--- config.mk ---
export PLATFORM = sky130hd
export DESIGN_NAME = ftdi_frame_rx
export DESIGN_NICKNAME = d
export VERILOG_FILES = /design/src/rtl/ftdi_frame_rx.sv
export SDC_FILE = /design/constraint.sdc
export NUM_CORES = 1
export LEC_CHECK = 0
export BUFFER_PORTS_ARGS = -buffer_cell sky130_fd_sc_hd__buf_2
export CELL_PAD_IN_SITES_DETAIL_PLACEMENT = 1
export CELL_PAD_IN_SITES_GLOBAL_PLACEMENT = 1
export CORE_UTILIZATION = 41
export CTS_CLUSTER_DIAMETER = 120
export DETAILED_ROUTE_END_ITERATION = 10
export GPL_TIMING_DRIVEN = 0
export MAX_ROUTING_LAYER = met4
export PLACE_DENSITY_LB_ADDON = 0.1
export SYNTH_ARGS = -nofsm -noshare
export SYNTH_HDL_FRONTEND = slang
export SYNTH_SLANG_ARGS = --single-unit
--- constraint.sdc ---
create_clock -name clk -period 2.34 [get_ports clk]
set_input_delay 0.351 -clock clk [delete_from_list [all_inputs] [get_ports clk]]
set_output_delay 0.351 -clock clk [all_outputs]
set_load 0.01 [all_outputs]
--- src/rtl/ftdi_frame_rx.sv ---
// FT232H 245-sync FIFO read front end: header hunt, RGB888 pixel assembly and
// back-buffer writes, with a read stall until the scan side acknowledges the swap.
module ftdi_frame_rx #(
   parameter int unsigned COLS     = 64,
   parameter int unsigned ROWS     = 64,
   parameter int unsigned ADDR_W   = 12,
   parameter logic [7:0]  HDR_BYTE = 8'hA5
) (
   input  logic              clk,
   input  logic              rst,
   input  logic [7:0]        ftdi_data,
   input  logic              ftdi_rxf_n,
   output logic              ftdi_rd_n,
   output logic              ftdi_oe_n,
   input  logic              swap_ack,
   output logic              fb_we,
   output logic [ADDR_W-1:0] fb_addr,
   output logic [23:0]       fb_data,
   output logic              frame_done,
   output logic              frame_pending,
   output logic [7:0]        hdr_err_cnt
);

   typedef enum logic [1:0] {RD_IDLE, RD_OE, RD_READ} rd_state_e;
   typedef enum logic       {PS_HDR, PS_PIX}          ps_state_e;

   localparam logic [ADDR_W-1:0] LAST_PIX = ADDR_W'(COLS * ROWS - 1);

   rd_state_e         rd_state_q, rd_state_d;
   logic              oe_n_q, oe_n_d;
   logic              rd_n_q, rd_n_d;
   logic [7:0]        byte_q, byte_d;
   logic              byte_v_q, byte_v_d;
   ps_state_e         ps_q, ps_d;
   logic [1:0]        sel_q, sel_d;
   logic [ADDR_W-1:0] pix_cnt_q, pix_cnt_d;
   logic [7:0]        r_q, r_d;
   logic [7:0]        g_q, g_d;
   logic              fb_we_q, fb_we_d;
   logic [ADDR_W-1:0] fb_addr_q, fb_addr_d;
   logic [23:0]       fb_data_q, fb_data_d;
   logic              frame_done_q, frame_done_d;
   logic              frame_pending_q, frame_pending_d;
   logic [7:0]        hdr_err_q, hdr_err_d;
   logic              stop;

   // Final B byte is sitting in byte_q: drop rd_n on this edge so at most one
   // further byte can follow it.
   assign stop = byte_v_q && (ps_q == PS_PIX) && (sel_q == 2'd2) && (pix_cnt_q == LAST_PIX);

   always_comb begin
      rd_state_d = rd_state_q;
      case (rd_state_q)
         RD_IDLE: if (!ftdi_rxf_n && !frame_pending_q && !stop) rd_state_d = RD_OE;
         RD_OE:   rd_state_d = RD_READ;
         RD_READ: if (ftdi_rxf_n || stop) rd_state_d = RD_IDLE;
         default: rd_state_d = RD_IDLE;
      endcase
      oe_n_d = (rd_state_d == RD_IDLE);
      rd_n_d = (rd_state_d != RD_READ);

      byte_v_d = !rd_n_q && !ftdi_rxf_n;
      byte_d   = byte_v_d ? ftdi_data : byte_q;
   end

   always_comb begin
      ps_d            = ps_q;
      sel_d           = sel_q;
      pix_cnt_d       = pix_cnt_q;
      r_d             = r_q;
      g_d             = g_q;
      fb_we_d         = 1'b0;
      fb_addr_d       = fb_addr_q;
      fb_data_d       = fb_data_q;
      frame_done_d    = 1'b0;
      hdr_err_d       = hdr_err_q;

      if (byte_v_q) begin
         if (ps_q == PS_HDR) begin
            if (byte_q == HDR_BYTE) begin
               ps_d      = PS_PIX;
               pix_cnt_d = '0;
               sel_d     = 2'd0;
            end else if (hdr_err_q != 8'hFF) begin
               hdr_err_d = hdr_err_q + 8'd1;
            end
         end else begin
            case (sel_q)
               2'd0: begin
                  r_d   = byte_q;
                  sel_d = 2'd1;
               end
               2'd1: begin
                  g_d   = byte_q;
                  sel_d = 2'd2;
               end
               default: begin
                  fb_we_d   = 1'b1;
                  fb_addr_d = pix_cnt_q;
                  fb_data_d = {r_q, g_q, byte_q};
                  pix_cnt_d = pix_cnt_q + 1'b1;
                  sel_d     = 2'd0;
                  if (pix_cnt_q == LAST_PIX) begin
                     frame_done_d = 1'b1;
                     ps_d         = PS_HDR;
                  end
               end
            endcase
         end
      end

      // A completion in the same cycle as swap_ack keeps the buffer pending.
      frame_pending_d = frame_done_d || (frame_pending_q && !swap_ack);
   end

   always_ff @(posedge clk) begin
      if (rst) begin
         rd_state_q      <= RD_IDLE;
         oe_n_q          <= 1'b1;
         rd_n_q          <= 1'b1;
         byte_q          <= '0;
         byte_v_q        <= 1'b0;
         ps_q            <= PS_HDR;
         sel_q           <= '0;
         pix_cnt_q       <= '0;
         r_q             <= '0;
         g_q             <= '0;
         fb_we_q         <= 1'b0;
         fb_addr_q       <= '0;
         fb_data_q       <= '0;
         frame_done_q    <= 1'b0;
         frame_pending_q <= 1'b0;
         hdr_err_q       <= '0;
      end else begin
         rd_state_q      <= rd_state_d;
         oe_n_q          <= oe_n_d;
         rd_n_q          <= rd_n_d;
         byte_q          <= byte_d;
         byte_v_q        <= byte_v_d;
         ps_q            <= ps_d;
         sel_q           <= sel_d;
         pix_cnt_q       <= pix_cnt_d;
         r_q             <= r_d;
         g_q             <= g_d;
         fb_we_q         <= fb_we_d;
         fb_addr_q       <= fb_addr_d;
         fb_data_q       <= fb_data_d;
         frame_done_q    <= frame_done_d;
         frame_pending_q <= frame_pending_d;
         hdr_err_q       <= hdr_err_d;
      end
   end

   assign ftdi_rd_n     = rd_n_q;
   assign ftdi_oe_n     = oe_n_q;
   assign fb_we         = fb_we_q;
   assign fb_addr       = fb_addr_q;
   assign fb_data       = fb_data_q;
   assign frame_done    = frame_done_q;
   assign frame_pending = frame_pending_q;
   assign hdr_err_cnt   = hdr_err_q;

   a_rd_implies_oe: assert property (@(posedge clk) disable iff (rst) !ftdi_rd_n |-> !ftdi_oe_n);
   a_done_with_we:  assert property (@(posedge clk) disable iff (rst) frame_done |-> fb_we);

endmodule

# ---- Yosys cells after proc, flatten, opt, wreduce, memory -nomap -nowiden
# Cells that the tools add are included.
dict set report word_totals {
  register_bits 91
  in_bits 12
  out_inout_bits 49
  elab_cells 75
}
dict set report op_classes {
  add_sub_neg 2
  n_eq_ne 9
  muxes 18
  bitwise_logic 4
  reduce_logical 26
}
# operator count
set ops {}
lappend ops {{$mux 12} 3}
lappend ops {{$add 12x1->12 const B} 1}
lappend ops {{$eq 12x12->1 const B} 1}
lappend ops {{$reduce_and 3->1} 4}
lappend ops {{$mux 1} 9}
lappend ops {{$add 8x1->8 const B} 1}
lappend ops {{$eq 8x8->1 const B} 1}
lappend ops {{$mux 2} 4}
lappend ops {{$ne 8x8->1 const B} 1}
lappend ops {{$logic_and 1x1->1} 7}
lappend ops {{$logic_not 2->1} 3}
lappend ops {{$pmux 2 s3} 1}
lappend ops {{$logic_not 1->1} 5}
lappend ops {{$eq 2x1->1 const B} 2}
lappend ops {{$eq 2x2->1 const B} 2}
lappend ops {{$ne 2x2->1 const B} 2}
lappend ops {{$not 1->1} 4}
lappend ops {{$pmux 2 s2} 1}
lappend ops {{$reduce_and 4->1} 1}
lappend ops {{$reduce_or 3->1} 1}
lappend ops {{$logic_or 1x1->1} 2}
lappend ops {{$reduce_and 2->1} 1}
lappend ops {{$reduce_bool 2->1} 1}
lappend ops {{$reduce_or 2->1} 1}

# ---- Longest topological paths before layout
dict set report logic_depth {
  depth_word 8
  mapped_depth 6
  mapped_depth_nobuf 5
}

# ---- Worst setup path before layout
# OpenSTA, ideal clock, no wires.
dict set report synth_path {
  path_type {reg-to-reg}
  startpoint {reg hdr_err_q[0], in the netlist hdr_err_cnt[0]}
  endpoint {reg hdr_err_q[5], in the netlist hdr_err_cnt[5]}
  setup_ps 121
  arrival_time_ps 1719
  t_required_ps 2219
  setup_slack_ps 500
  stages_incl_launch_ff 7
  path_buffers 1
  synth_period_minus_slack_ps 1840
  cell_sequence {dfxtp_1 -> ha_1 -> and3_1 -> and3_1 -> clkbuf_1 -> nor4_1 -> mux2_2}
}
dict set report synth_via {
  elab_chain_cells 2
  elab_cells_between_ends 3
  cone_classes {add/sub: 1; eq/ne: 1; reduce/logical: 1}
}
# element line
set synth_lines {}
lappend synth_lines {{start, declared} 44} ;# logic [7:0] hdr_err_q, hdr_err_d;
lappend synth_lines {{start signal, assigned} 150} ;# hdr_err_q <= hdr_err_d;
lappend synth_lines {{parallel branches: the longest is 2 deep, another holds $add 8x1->8} -}
# Several ways; the timed one is not identified.
# A chain may end at the register's enable or synchronous reset.

# ---- Worst setup path after layout
# Ends and elaborated chain as after synthesis.

==> summary.txt <==
Routing
  • Post-route ant nets: 0
  • WL per Instance: ~15 microns
  • Routed Wire Length: 9070 microns
  • Initial DRC count: 111
  • # DRC: 0
  • Detailed Routing Iterations Pass 1: 4
  • Via density: between 5 and 6
  • Detailed-route via count: 3149

Power and ir drop
  • PwrDens: approximately 660 nW/um^2
  • Leak: 1.52 nW
  • Worst vdd ir: 0.281 mV

Final layout
  • Layout filler cell count: 1022
  • P&R area growth vs syn: 18.1%
  • Design Area, Final: 4120 sq um
  • Ant diodes: 0
  • Register area: around 1800 sq um
  • Nets: slightly above 500
  • Multi-input gate area: 1550 sq um
  • Layout cells sized above 1: 0.174

Clocking
  • CTS tree: done
  • CTS H-tree lvls: 3
  • # resized after CTS: 0
  • Num CTS Buffers: 9
  • Worst-skew pair later-pin latency: 360 ps
  • Clk root buf: clkbuf_8
  • Post-CTS Hold Fix Bufs: 0
  • Post-CTS setup buffer count: 0
  • Clock Sinks: 91
  • Clock Pin Slew Worst Setup and Hold Paths: 90 ps
  • Max clock buf depth: 2

Logic synthesis
  • Synth area leader: dfxtp_1
  • Top post-synthesis cells by area: dfxtp_1, nand2_1, a21oi_1
  • Netlist cell types: 37
  • Mapped cell area: 3490 sq um
  • Post-synthesis area per instance: 8.23 sq um
  • Flops & latches, synth: 91
  • Register area share after synthesis: 0.522
  • Syn Inst Count: 424
  • Top-area cell type share of the netlist area: 0.522
  • Syn_nets: around 440
  • Synth Warn #: 0

Critical path
  • Max Fanout on Critical Path: 10
  • WS Path Type: reg2reg
  • Crit. End Element: register
  • Worst EP required: 2590 ps
  • CP arrival: 2280 ps
  • Startpoint type of the worst setup path: register

GRT
  • Number of global-route vias before repair: 2944
  • GRT overflow: 0
  • Tot GR Track Use: 0.221
  • Largest net degree at the start of global routing: 16
  • Antenna violations before repair: 0
  • First-pass GRT wire length: 14600 microns

Timing
  • FMAX: 492 MHz
  • Slew @ Worst Pin: 977 ps
  • RSZ-0062 raised after global routing: no
  • TNS Setup: 0 ps
  • Setup skew after layout: 16.4 ps
  • Final slew viol count: 0
  • Hold Vio Cnt, Final: 0
  • Tmin final: 2030 ps
  • Max_slew headroom: 0.344
  • Final critical-path share of the clock period: 0.869
  • Final setup vio count: 0

Floorplan
  • Core area: 8220 sq um
  • Row cnt: 33
  • Die Area: roughly 9000 sq um
  • Die Ht: 94.3 microns
  • # IOs: between 60 and 70
  • Starting Density: 0.425
  • Die W: 94.3 microns

Place
  • DP HPWL: 6580 microns
  • Placed Area: 3920 sq um
  • Placer Congestion: 0.764
  • Port Buf Inserts: 60

Status
  • Status: finished clean

Job
  • Total of max-cap violations: 0

Worst hold path
  • Hold Crit Class: in2reg
-- stage by stage --
stage	instances	setup slack (ps)	util	hold WS, ps	total power [mW]
after floorplan	424	500	-	432	1.65
after global placement	589	309	0.477	440	1.68
after detailed placement	589	233	0.477	443	1.68
after CTS	604	310	0.502	219	2.76
after global routing	604	209	0.502	225	2.83
final	604	307	0.502	227	2.74
-- Yosys cell counts --
master / count
a211o_1: 1
a22oi_1: 1
dfxtp_1: 91
or3_1: 6
or4_1: 6
buf_6: 1
nand2b_1: 2
clkbuf_1: 15
nand3_1: 10
nor2_1: 8
o41ai_1: 1
nand2_1: 122
a21o_1: 2
mux2i_1: 1
and2_1: 2
nor4b_4: 1
a2111oi_2: 1
nand4_1: 4
buf_1: 4
or3b_1: 1
and3_1: 6
nor2b_1: 4
nor4_1: 3
mux2_2: 2
nor3_1: 4
o311ai_0: 1
o21ai_0: 17
inv_1: 4
o31ai_1: 7
nor3b_1: 2
and4b_4: 1
xor2_1: 3
buf_2: 5
a21oi_1: 81
and4_1: 1
a31oi_2: 1
ha_1: 2
-- per-layer routing --
metal,GRT usage,part of all wire
met2,0.351,0.48
met5,-,0
met4,0.0679,0.0095
met3,0.0510,0.038
met1,0.277,0.47
-- sequential cells by signal, indices dropped and copies added, names as in the netlist, 2 cells and up --
register and flops:
g_q 8, rd_state_q 2, pix_cnt_q 12, r_q 8
fb_addr 12, byte_q 8, hdr_err_cnt 8, fb_data 24
sel_q 2
-- final cells by class --
class	instances	area share
clock inverters	5	0.0155
repair buffers	60	0.0728
well taps	105	0.0319
clock buffers	10	0.0334
plain buffers	25	0.0261
inverters	4	0.00364
flip-flops and latches	91	0.442
multi-input cells	304	0.375
-- path summary, 6_finish.rpt --
check                       from        endpoint  slack [ps]  cells after the start
setup / recovery  hdr_err_cnt[0]  hdr_err_cnt[5]         310                      6
hold / removal      ftdi_data[6]       byte_q[6]         230                      3
setup reg to reg  hdr_err_cnt[0]  hdr_err_cnt[5]         310                      6
hold reg to reg           g_q[5]     fb_data[13]         450                      2
-- critical path, stage by stage (launching register included) --
cell	delay [ps]
dfxtp_1	350
ha_1	270
and3_1	200
and3_1	180
clkbuf_1	210
nor4_1	340
mux2_2	370
-- kinds of logic (layout without fill, tap and decap cells) --
kind of cell	count (synthesis)	after routing	share of synthesized area
AO/OA/AOI/OAI	113	113	0.177
XOR/XNOR	3	3	0.00753
adder cells (fa/ha/maj)	2	2	0.00717
buffers and inverters	29	104	0.0351
flip-flops	91	91	0.522
multiplexers	3	3	0.00932
AND/OR/NAND/NOR	183	183	0.241
-- cells in the final DEF (no fill, tap or decap), types with 6 or more instances in the layout --
master,netlist,routed
or3_1,6,6
nand3_1,10,10
buf_2,5,65
dfxtp_1,91,91
nor2_1,8,8
clkbuf_1,15,15
o31ai_1,7,7
and3_1,6,6
or4_1,6,6
nand2_1,122,122
clkbuf_8,0,10
a21oi_1,81,81
o21ai_0,17,17
-- power by group --
| group | internal, mW | switching [mW] |
|---|---|---|
| clock | 0.523 | 0.566 |
| combinational | 0.0247 | 0.0527 |
| sequential | 1.56 | 0.0114 |
Power figures use the tool's default switching activity.
